<file path="config.mk">
export PLATFORM = sky130hd
export DESIGN_NAME = mem_arbiter
export DESIGN_NICKNAME = d
export VERILOG_FILES = /design/src/rtl/mem_arb_pkg.sv /design/src/rtl/mem_arbiter_rr_pick.sv /design/src/rtl/mem_arbiter.sv
export SDC_FILE = /design/constraint.sdc
export NUM_CORES = 1
export LEC_CHECK = 0
export BUFFER_PORTS_ARGS = -buffer_cell sky130_fd_sc_hd__buf_2
export CAP_MARGIN = 20
export CORE_UTILIZATION = 45
export CTS_CLUSTER_DIAMETER = 120
export DETAILED_ROUTE_END_ITERATION = 10
export PLACE_DENSITY = 0.77
export SLEW_MARGIN = 20
export SYNTH_ARGS = -nofsm -noshare
export SYNTH_HDL_FRONTEND = slang
export SYNTH_HIERARCHICAL = 1
export SYNTH_SLANG_ARGS = --single-unit
</file>
<file path="constraint.sdc">
create_clock -name clk -period 4.9 [get_ports clk]
set_clock_uncertainty 0.15 [all_clocks]
set_input_delay 0.98 -clock clk [delete_from_list [all_inputs] [get_ports clk]]
set_output_delay 0.98 -clock clk [all_outputs]
set_load 0.005 [all_outputs]
</file>
<file path="src/rtl/mem_arb_pkg.sv">
// Shared types and defaults for the SDRAM controller arbiter.
package mem_arb_pkg;

  typedef enum logic [1:0] {
    ARB_IDLE,
    ISSUE,
    WAIT_CPLT
  } arb_state_t;

  localparam int DEFAULT_TIMEOUT = 1023;

endpackage

</file>
<file path="src/rtl/mem_arbiter_rr_pick.sv">
// Combinational round-robin picker: first asserted request after last_gnt, with wrap.
module rr_pick #(
  parameter int NUM_REQ = 3
) (
  input  logic [NUM_REQ-1:0]         req,
  input  logic [$clog2(NUM_REQ)-1:0] last_gnt,
  output logic                       valid,
  output logic [$clog2(NUM_REQ)-1:0] idx
);

  logic [2*NUM_REQ-1:0] dbl;
  logic [NUM_REQ-1:0]   rot;
  int                   sel;

  // Bit 0 of rot is the requester just after last_gnt; the lowest set bit wins.
  always_comb begin
    dbl   = {req, req};
    rot   = NUM_REQ'(dbl >> (int'(last_gnt) + 1));
    valid = 1'b0;
    sel   = 0;
    for (int k = NUM_REQ - 1; k >= 0; k--) begin
      if (rot[k]) begin
        valid = 1'b1;
        sel   = int'(last_gnt) + 1 + k;
      end
    end
    if (sel >= NUM_REQ) sel = sel - NUM_REQ;
    idx = $clog2(NUM_REQ)'(sel);
  end

endmodule

</file>
<file path="src/rtl/mem_arbiter.sv">
// Round-robin arbiter sharing one mem_cntrl among NUM_REQ hold-until-ack requesters,
// one transaction in flight, with a sticky completion timeout.
module mem_arbiter
  import mem_arb_pkg::*;
#(
  parameter int ADDR_WIDTH = 24,
  parameter int DATA_WIDTH = 16,
  parameter int NUM_REQ    = 3,
  parameter int TIMEOUT    = DEFAULT_TIMEOUT
) (
  input  logic                           clk,
  input  logic                           rst,
  input  logic [NUM_REQ-1:0]             req,
  input  logic [NUM_REQ-1:0]             req_we,
  input  logic [NUM_REQ*ADDR_WIDTH-1:0]  req_addr,
  input  logic [NUM_REQ*DATA_WIDTH-1:0]  req_wdata,
  output logic [NUM_REQ-1:0]             ack,
  output logic [DATA_WIDTH-1:0]          rdata,
  output logic                           busy,
  output logic                           timeout_err,
  output logic [ADDR_WIDTH-1:0]          mem_addr,
  output logic [DATA_WIDTH-1:0]          mem_data_in,
  output logic                           mem_r_en,
  output logic                           mem_w_en,
  input  logic [DATA_WIDTH-1:0]          mem_data_out,
  input  logic                           mem_rdy,
  input  logic                           mem_cplt
);

  localparam int IDX_W = $clog2(NUM_REQ);
  localparam int CNT_W = $clog2(TIMEOUT + 1);

  arb_state_t       state, state_nxt;
  logic [IDX_W-1:0] owner, last_gnt, pick_idx;
  logic             pick_valid;
  logic             own_we;
  logic [CNT_W-1:0] wait_cnt;
  logic             start, done, expire;

  rr_pick #(.NUM_REQ(NUM_REQ)) u_pick (
    .req      (req),
    .last_gnt (last_gnt),
    .valid    (pick_valid),
    .idx      (pick_idx)
  );

  // Never issue while mem_cplt is high, so mem_cntrl is not re-strobed mid-handshake.
  always_comb begin
    state_nxt = state;
    start     = 1'b0;
    done      = 1'b0;
    expire    = 1'b0;
    case (state)
      ARB_IDLE: begin
        if (pick_valid && mem_rdy && !mem_cplt) begin
          start     = 1'b1;
          state_nxt = ISSUE;
        end
      end
      ISSUE: state_nxt = WAIT_CPLT;
      WAIT_CPLT: begin
        if (mem_cplt) begin
          done      = 1'b1;
          state_nxt = ARB_IDLE;
        end else if (wait_cnt == CNT_W'(TIMEOUT)) begin
          expire    = 1'b1;
          state_nxt = ARB_IDLE;
        end
      end
      default: state_nxt = ARB_IDLE;
    endcase
  end

  always_ff @(posedge clk) begin
    if (rst) begin
      state       <= ARB_IDLE;
      owner       <= '0;
      last_gnt    <= IDX_W'(NUM_REQ - 1);
      own_we      <= 1'b0;
      wait_cnt    <= '0;
      ack         <= '0;
      rdata       <= '0;
      busy        <= 1'b0;
      timeout_err <= 1'b0;
      mem_addr    <= '0;
      mem_data_in <= '0;
      mem_r_en    <= 1'b0;
      mem_w_en    <= 1'b0;
    end else begin
      state    <= state_nxt;
      busy     <= (state_nxt != ARB_IDLE);
      ack      <= '0;
      mem_r_en <= 1'b0;
      mem_w_en <= 1'b0;

      if (start) begin
        owner       <= pick_idx;
        own_we      <= req_we[pick_idx];
        mem_addr    <= req_addr[int'(pick_idx)*ADDR_WIDTH +: ADDR_WIDTH];
        mem_data_in <= req_wdata[int'(pick_idx)*DATA_WIDTH +: DATA_WIDTH];
        mem_w_en    <= req_we[pick_idx];
        mem_r_en    <= !req_we[pick_idx];
      end

      // Saturating wait counter; restarts every time a strobe goes out.
      if (state == ISSUE) begin
        wait_cnt <= '0;
      end else if (state == WAIT_CPLT && wait_cnt != CNT_W'(TIMEOUT)) begin
        wait_cnt <= wait_cnt + CNT_W'(1);
      end

      if (done) begin
        rdata      <= own_we ? '0 : mem_data_out;
        ack[owner] <= 1'b1;
        last_gnt   <= owner;
      end

      if (expire) begin
        timeout_err <= 1'b1;
        rdata       <= '0;
        ack[owner]  <= 1'b1;
        last_gnt    <= owner;
      end
    end
  end

endmodule

</file>
==> results of run 1 <==
==> power groups by stage <==
stage / Clock (uW) / Combinational, uW / Sequential [uW]
2_1_floorplan: 0 / 264 / 718
4_1_cts: 560 / 406 / 704
6_report: 545 / 403 / 704
3_3_place_gp: 0 / 397 / 718
5_1_grt: 584 / 445 / 709
3_5_place_dp: 0 / 406 / 718
==> area by class of cell <==
type / instances / area [sq um]
inverter: 8 / 30.0
tap: 108 / 135
clock buffer: 10 / 138
clock inverter: 6 / 90.1
fill: 822 / 3390
timing repair buffer: 214 / 1100
multi-input combinational: 374 / 2360
sequential: 80 / 1600
antenna: 1 / 2.50
==> path summary, 6_finish.rpt <==
path	end	slack, ns	start	depth (start not counted)
setup / recovery	own_we	1.0	last_gnt[1]	13
hold / removal	rdata[4]	0.31	rdata[4]	2
setup reg to reg	own_we	1.0	last_gnt[1]	13
hold reg to reg	rdata[4]	0.31	rdata[4]	2
==> stage by stage <==
stage	power (uW)	cells
finish	1650	801
global route	1740	801
CTS	1670	800
detailed placement	1120	784
global placement	1120	784
floorplan	981	502
==> state kept, by name (all words and copies together), names as in the netlist <==
register and flops:
rdata 16, last_gnt 2, timeout_err 1, ack 3
mem_w_en 1, wait_cnt 10, owner 2, own_we 1
mem_data_in 16, state 2, mem_addr 24, busy 1
mem_r_en 1
==> per-layer routing <==
metal / routed length [um] / track usage (%)
met5: 0 / 0
met2: 5820 / 41.9
met3: 730 / 6.16
met1: 4590 / 25.9
met4: 222 / 8.15
==> worst max-delay path, stage by stage, from the launching register on <==
cell and delay, ns:
dfxtp_1 0.67, inv_1 0.17, ha_1 0.38, nand2b_1 0.09, o21bai_1 0.12, a21oi_1 0.08
o221a_1 0.27, ha_1 0.21, a221oi_4 0.26, mux2_4 0.52, nor2b_2 0.24, buf_4 0.20
a21oi_1 0.26, a211oi_1 0.11
==> Yosys cell counts, drive strengths merged, types with 5 or more instances <==
master and count:
o31ai 5, o21ai 9, dfxtp 80, a21oi 30
nor2 93, nand3 7, inv 8, nand3b 17
nor3 46, ha 5, mux2i 44, a211oi 42
buf 21, nand2 31, clkbuf 19
==> logic make-up (layout without fill, tap and decap cells) <==
family	Yosys count	count (layout)	synth area share (%)
AND/OR/NAND/NOR	217	217	25.1
adder cells (fa/ha/maj)	5	5	1.50
AO/OA/AOI/OAI	103	103	17.6
buffers and inverters	48	238	5.45
other	0	1	0
XOR/XNOR	3	3	0.629
flip-flops	80	80	38.4
multiplexers	46	46	11.4
==> flow_summary.yaml, run 1 <==
final_layout:
  drive_above_1_share_pct: 35.5
  final_common_cell: "buf_2"
  nets: 838
  final_cell_mix: "buf_2, nor2_1, dfxtp_1, nor3_1, mux2i_1"
  syn_to_final_growth_pct: 30.7
  final_area_sq_mm: 0.00546
  final_util_pct: 61.7
synthesis:
  synth_flop_cell: "dfxtp_1"
  syn_nets: 653
  syn_area_per_cell_sq_um: 8.32
  yosys.area.top_type_share_pct: 38.4
  synth_area_sq_mm: 0.00418
  synth_top_area_cell: "dfxtp_1"
  yosysSeqAreaShare_pct: 38.4
  ys_ff_latch: 80
  synthArstFlopShare_pct: 0
  synth_cells: 502
  ys_types: 54
  yosysWarnings: 6
  ys_top_cells_by_area: "dfxtp_1, mux2i_1, nor2_1"
  synth_edf_count: 0
floorplanning:
  coreArea_sq_mm: 0.00885
  die_x_um: 98.3
  die_h_um: 98.3
  io_pins: 209
  placementRows: 34
  start_util_pct: 47.2
  dieArea_sq_mm: 0.00967
power_and_ir_drop:
  intPower_uw: 1170
  combPwrFrac_pct: 24.4
  p_sw_share_pct: 29.2
  cellLeakagePower_uw: 0.00252
  netSwitchingPower_uw: 482
  clockPowerShare_pct: 33.0
  power_density_mw_per_mm2: 303
  ir_worst_vdd_mv: 0.177
  power_frac_seq_pct: 42.6
run:
  drv_cap: 0
timing:
  whs_ns: 0.305
  slew_headroom_pct: 52.8
  slew_violations: 0
  min_period_ns: 3.90
  hold_viol: 0
  worstMarginPinSlew_ns: 0.707
  period_share_pct: 79.7
  finalWorstSetupSlack_ns: 0.995
  clock.fmax_mhz: 256
  rsz0062_at_grt: "no"
  setup_tns_ns: 0
  setup_viol: 0
drt:
  wl_per_cell_um: 14.2
  vias: 4353
  dr.pass1.iters: 9
  totalWireLength_um: 11400
  drc: 6
  ant_nets: 0
  drt_iter0_markers: 101
  viasPerCell: 5.43
place:
  gp_congestion: 0.778
  hpwl_um: 8300
  dp_slack_ns: 0.967
  placed_area_sq_mm: 0.00523
  io_buffers: 208
grt:
  first_global_vias: 4129
  antenna_found_initial: 1
  grt_max_degree: 54
  grt_first_pass_wirelength_um: 18200
  grt_usage_pct: 23.1
  grt-ovfl-total: 0
cts:
  cts_num_sinks: 80
  cts_root_buffer: "clkbuf_8"
  clk_path_buf_depth: 2
  clock_latency_ns: 0.35
  cts_setup_buffers: 0
  htree_levels: 3
  cts_buffers: 9
  hold_buffers: 0
  cts_tree: "done"
  cts_resized: 0
  path_clk_slew_ns: 0.08
worst_setup_path:
  criticalPathCategory: "reg2reg"
  arrival_ns: 3.96
  cp.required_ns: 4.95
  critPathCaptureType: "flop"
  path_max_fanout: 43
  startpoint_type: "flop"
run_status:
  outcome: "finished, violations left"
  violations: "DRC"
min_path:
  min_path_type: "reg2reg"
(Power assumes the default switching activity.)
==> run 2, diff against run 1 <==
Settings changed: CORE_UTILIZATION 45 to 42, PLACE_DENSITY 0.77 to 0.75.
Clock period 4.9 ns to 3.2 ns, I/O delays scaled along.
==> run 2 against run 1 <==
Effect of this change: the run now ends clean; critical path type unchanged; cell count up 6.4%; sequential cell count did not move; design area rose by 7.6%; critical endpoint is now mem_addr[18]; clock power rose by 40%.
==> flow_summary.yaml, run 2 (synthesized netlist as in run 1, its figures left out) <==
power_and_ir_drop:
  finalPower_uw: 2620
  cellLeakagePower_uw: 0.00268
  power_density_mw_per_mm2: 445
  ir_worst_vdd_mv: 0.269
run:
  drv_cap: 0
cts:
  cts_tree: "done"
  clk_path_buf_depth: 2
  clock_latency_ns: 0.34
  cts_root_buffer: "clkbuf_8"
  htree_levels: 3
  cts_buffers: 9
  cts_num_sinks: 80
  hold_buffers: 0
  path_clk_slew_ns: 0.08
timing:
  slew_violations: 0
  worstMarginPinSlew_ns: 0.664
  clock.fmax_mhz: 325
  hold_viol: 0
  slew_headroom_pct: 55.7
  period_share_pct: 96.1
  rsz0062_at_grt: "yes"
  whs_ns: 0.303
  setup_viol: 0
  setup_tns_ns: 0
  min_period_ns: 3.08
final_layout:
  final_cell_mix: "buf_2, nor2_1, dfxtp_1, nor3_1, mux2i_1"
  final_util_pct: 60.6
  regMostFlops: "mem_addr"
  largest_reg_flops: 24
  drive_above_1_share_pct: 40.9
  fillCellCount: 893
  nets: 865
  largestRegisters: "mem_addr: 24 flops, mem_data_in: 16 flops, rdata: 16 flops"
  n_antenna_cell: 0
  final_common_cell: "buf_2"
  final_area_sq_mm: 0.00587
  syn_to_final_growth_pct: 40.6
grt:
  grt-ovfl-total: 0
  grt_first_pass_wirelength_um: 18500
  antenna_found_initial: 0
  grt_max_degree: 45
  first_global_vias: 4092
  grt_usage_pct: 22.6
drt:
  drc: 0
  ant_nets: 0
  dr.pass1.iters: 4
  drt_iter0_markers: 115
  vias: 4490
  wl_per_cell_um: 14.4
  totalWireLength_um: 12200
  viasPerCell: 5.27
floorplanning:
  io_pins: 209
  placementRows: 36
  coreArea_sq_mm: 0.00968
  die_x_um: 102
  start_util_pct: 43.1
  dieArea_sq_mm: 0.0103
  die_h_um: 102
worst_setup_path:
  path_max_fanout: 6
  startpoint_type: "flop"
  critPathCaptureType: "flop"
  cp.required_ns: 3.27
  criticalPathCategory: "reg2reg"
  arrival_ns: 3.14
place:
  hpwl_um: 8840
  io_buffers: 208
  placed_area_sq_mm: 0.00549
  gp_congestion: 0.885
run_status:
  outcome: "completed"
min_path:
  min_path_type: "reg2reg"
[run 2: area by class of cell]
| cell class | instances | area (sq um) | area share (%) |
|---|---|---|---|
| clock buffers | 10 | 138 | 2.34 |
| repair buffers | 241 | 1400 | 23.8 |
| clock inverters | 6 | 67.6 | 1.15 |
| well taps | 133 | 166 | 2.83 |
| inverters | 8 | 32.5 | 0.554 |
| flip-flops and latches | 80 | 1600 | 27.3 |
| multi-input cells | 374 | 2460 | 42.0 |
[run 2: power by group]
| part | total, uW | leakage [uW] | switching (uW) | internal (uW) |
|---|---|---|---|---|
| registers | 1080 | 0.000652 | 31.3 | 1050 |
| logic | 778 | 0.00193 | 385 | 393 |
| clock network | 761 | 0.0000989 | 376 | 384 |
| total | 2620 | 0.00268 | 792 | 1820 |
[run 2: repair_timing]
action / in CTS / in global routing
gates resized for setup: 0 / 22
buffers inserted: 0 / 4
endpoints found under the setup margin: 0 / 43
[run 2: stage by stage]
step	setup slack, ns	cells
after floorplan	0.00218	502
after global placement	-0.0282	830
after detailed placement	-0.0917	830
after CTS	0.0613	846
after global routing	-0.0571	852
final	0.125	852
[run 2: per-layer routing]
| layer | up-vias | global-route usage [%] | share of wire (%) |
|---|---|---|---|
| met2 | 164 | 40.7 | 52 |
| met1 | 2090 | 25.1 | 39 |
| li1 | 2206 | - | - |
| met4 | 0 | 10.5 | 2.7 |
| met3 | 30 | 5.11 | 5.9 |
| met5 | - | 0 | 0 |
[run 2: worst paths after layout]
| kind | to | slack (ns) | cells past startpoint | startpoint |
|---|---|---|---|---|
| worst min-delay path | rdata[15] | 0.30 | 2 | rdata[15] |
| worst min register to register | rdata[15] | 0.30 | 2 | rdata[15] |
| worst max register to register | mem_addr[18] | 0.12 | 15 | last_gnt[0] |
| worst max-delay path | mem_addr[18] | 0.12 | 15 | last_gnt[0] |
[run 2: worst max-delay path, stage by stage, from the launching register on]
cell      delay (ns)
dfxtp_2         0.36
inv_4           0.05
ha_4            0.29
nand2b_4        0.05
o21bai_1        0.13
a21oi_1         0.07
o221a_1         0.24
ha_2            0.20
a221oi_4        0.32
xnor2_4         0.25
buf_12          0.19
buf_12          0.12
mux2i_1         0.19
nor2_1          0.07
a211oi_1        0.17
nor3_1          0.08
==> run 3, diff against run 2 <==
Settings changed: CORE_ASPECT_RATIO set to 1.75, PLACE_DENSITY 0.75 to 0.77, RECOVER_POWER set to 100.
==> run 3 against run 2 <==
Effect of this change: count of clock-buffer cells in the layout grew 1; combinational power rose by 2%; critical path type unchanged; non-clock buffer count shrank 4; utilization increased by 1.9 points; critical path depth decreased by 1; highest routed layer unchanged; design area increased by 2.0%.
==> flow_summary.yaml, run 3 (synthesized netlist as in run 1, its figures left out) <==
run_status:
  outcome: "completed"
floorplanning:
  start_util_pct: 43.6
  io_pins: 209
  dieArea_sq_mm: 0.0104
  die_x_um: 77.4
  coreArea_sq_mm: 0.00959
  die_h_um: 134
  placementRows: 47
place:
  placed_area_sq_mm: 0.00542
  hpwl_um: 9440
  dp_slack_ns: -0.158
  gp_congestion: 0.840
  io_buffers: 208
timing:
  min_period_ns: 3.12
  setup_viol: 0
  finalWorstSetupSlack_ns: 0.0777
  period_share_pct: 97.6
  rsz0062_at_grt: "yes"
  worstMarginPinSlew_ns: 0.645
  hold_viol: 0
  clock.fmax_mhz: 320
  slew_violations: 0
  slew_headroom_pct: 57.0
grt:
  first_global_vias: 4375
  grt-ovfl-total: 0
  grt_max_degree: 45
  grt.busiest_layer: "met2"
  met3_usage_pct: 5.03
  grt_usage_pct: 23.4
  grt_first_pass_wirelength_um: 19700
  globalRouteMet2Util_pct: 43.7
  use_met1_pct: 24.2
  antenna_found_initial: 0
worst_setup_path:
  startpoint_type: "flop"
  criticalPathCategory: "reg2reg"
  path_max_fanout: 26
  arrival_ns: 3.19
  cp.required_ns: 3.27
  critPathCaptureType: "flop"
final_layout:
  final_area_sq_mm: 0.00599
  n_antenna_cell: 0
  drive_above_1_share_pct: 36.0
  largestRegisters: "mem_addr: 24 flops, mem_data_in: 16 flops, rdata: 16 flops"
  final_common_cell: "buf_2"
  regMostFlops: "mem_addr"
  largest_reg_flops: 24
  syn_to_final_growth_pct: 43.5
  final_util_pct: 62.5
  final_cell_mix: "buf_2, nor2_1, dfxtp_1, nor3_1, mux2i_1"
  nets: 862
power_and_ir_drop:
  cellLeakagePower_uw: 0.00262
  power_density_mw_per_mm2: 511
  ir_worst_vdd_mv: 0.295
cts:
  cts_buffers: 9
  cts_tree: "done"
  path_clk_slew_ns: 0.06
  htree_levels: 3
  cts_root_buffer: "clkbuf_16"
  hold_buffers: 0
  clock_latency_ns: 0.33
  cts_num_sinks: 80
  clk_path_buf_depth: 2
drt:
  totalWireLength_um: 13000
  dr.pass1.iters: 5
  viasPerCell: 5.42
  drc: 0
  ant_nets: 0
  wl_per_cell_um: 15.5
  vias: 4543
  drt_iter0_markers: 234
min_path:
  min_path_type: "reg2reg"
run:
  drv_cap: 0
## run 3: cell type report
| class | count | area (sq um) |
|---|---|---|
| timing repair buffer | 237 | 1350 |
| inverter | 8 | 30.0 |
| tap | 122 | 153 |
| clock inverter | 5 | 104 |
| sequential | 80 | 1600 |
| multi-input combinational | 375 | 2510 |
| fill | 826 | 3600 |
| clock buffer | 11 | 243 |
## run 3: repair_timing
action | CTS | global route
cloned | 0 | 3
endpoints found under the setup margin | 12 | 43
pin swaps | 0 | 11
gates resized for setup | 3 | 26
setup buffers | 0 | 4
## run 3: per-stage QoR
step	power [uW]	setup TNS, ns	hold slack (ns)	std cells
after floorplan	1520	0	0.298	502
after global placement	1760	-0.133	0.287	815
after detailed placement	1780	-3.61	0.295	815
after CTS	2970	-0.0000899	0.303	831
after global routing	3190	-1.66	0.320	838
final	3060	0	0.304	838
## run 3: worst paths after layout
| path | end | startpoint | depth (start not counted) | slack [ns] |
|---|---|---|---|---|
| hold reg to reg | rdata[7] | rdata[7] | 2 | 0.30 |
| hold / removal | rdata[7] | rdata[7] | 2 | 0.30 |
| setup reg to reg | mem_addr[11] | last_gnt[1] | 14 | 0.08 |
| setup / recovery | mem_addr[11] | last_gnt[1] | 14 | 0.08 |
## run 3: layer usage
layer	routed length, um	vias to the layer above
li1	-	2211
met1	4880	2069
met2	6810	215
met3	706	48
met4	571	0
met5	0	-
## run 3: critical path: stages, from the launching register on
cell,delay (ns)
dfxtp_2,0.32
inv_1,0.08
ha_4,0.30
nand2b_1,0.07
o21bai_1,0.15
a21oi_1,0.10
o221a_1,0.25
ha_2,0.20
a221oi_4,0.22
buf_12,0.17
mux2_4,0.32
nor2b_4,0.16
buf_12,0.16
a211oi_1,0.28
nor3_1,0.07
## run 3: power breakdown
group | switching, uW | internal [uW]
clock | 404 | 784
sequential | 32.4 | 1050
combinational | 401 | 395
total | 837 | 2230
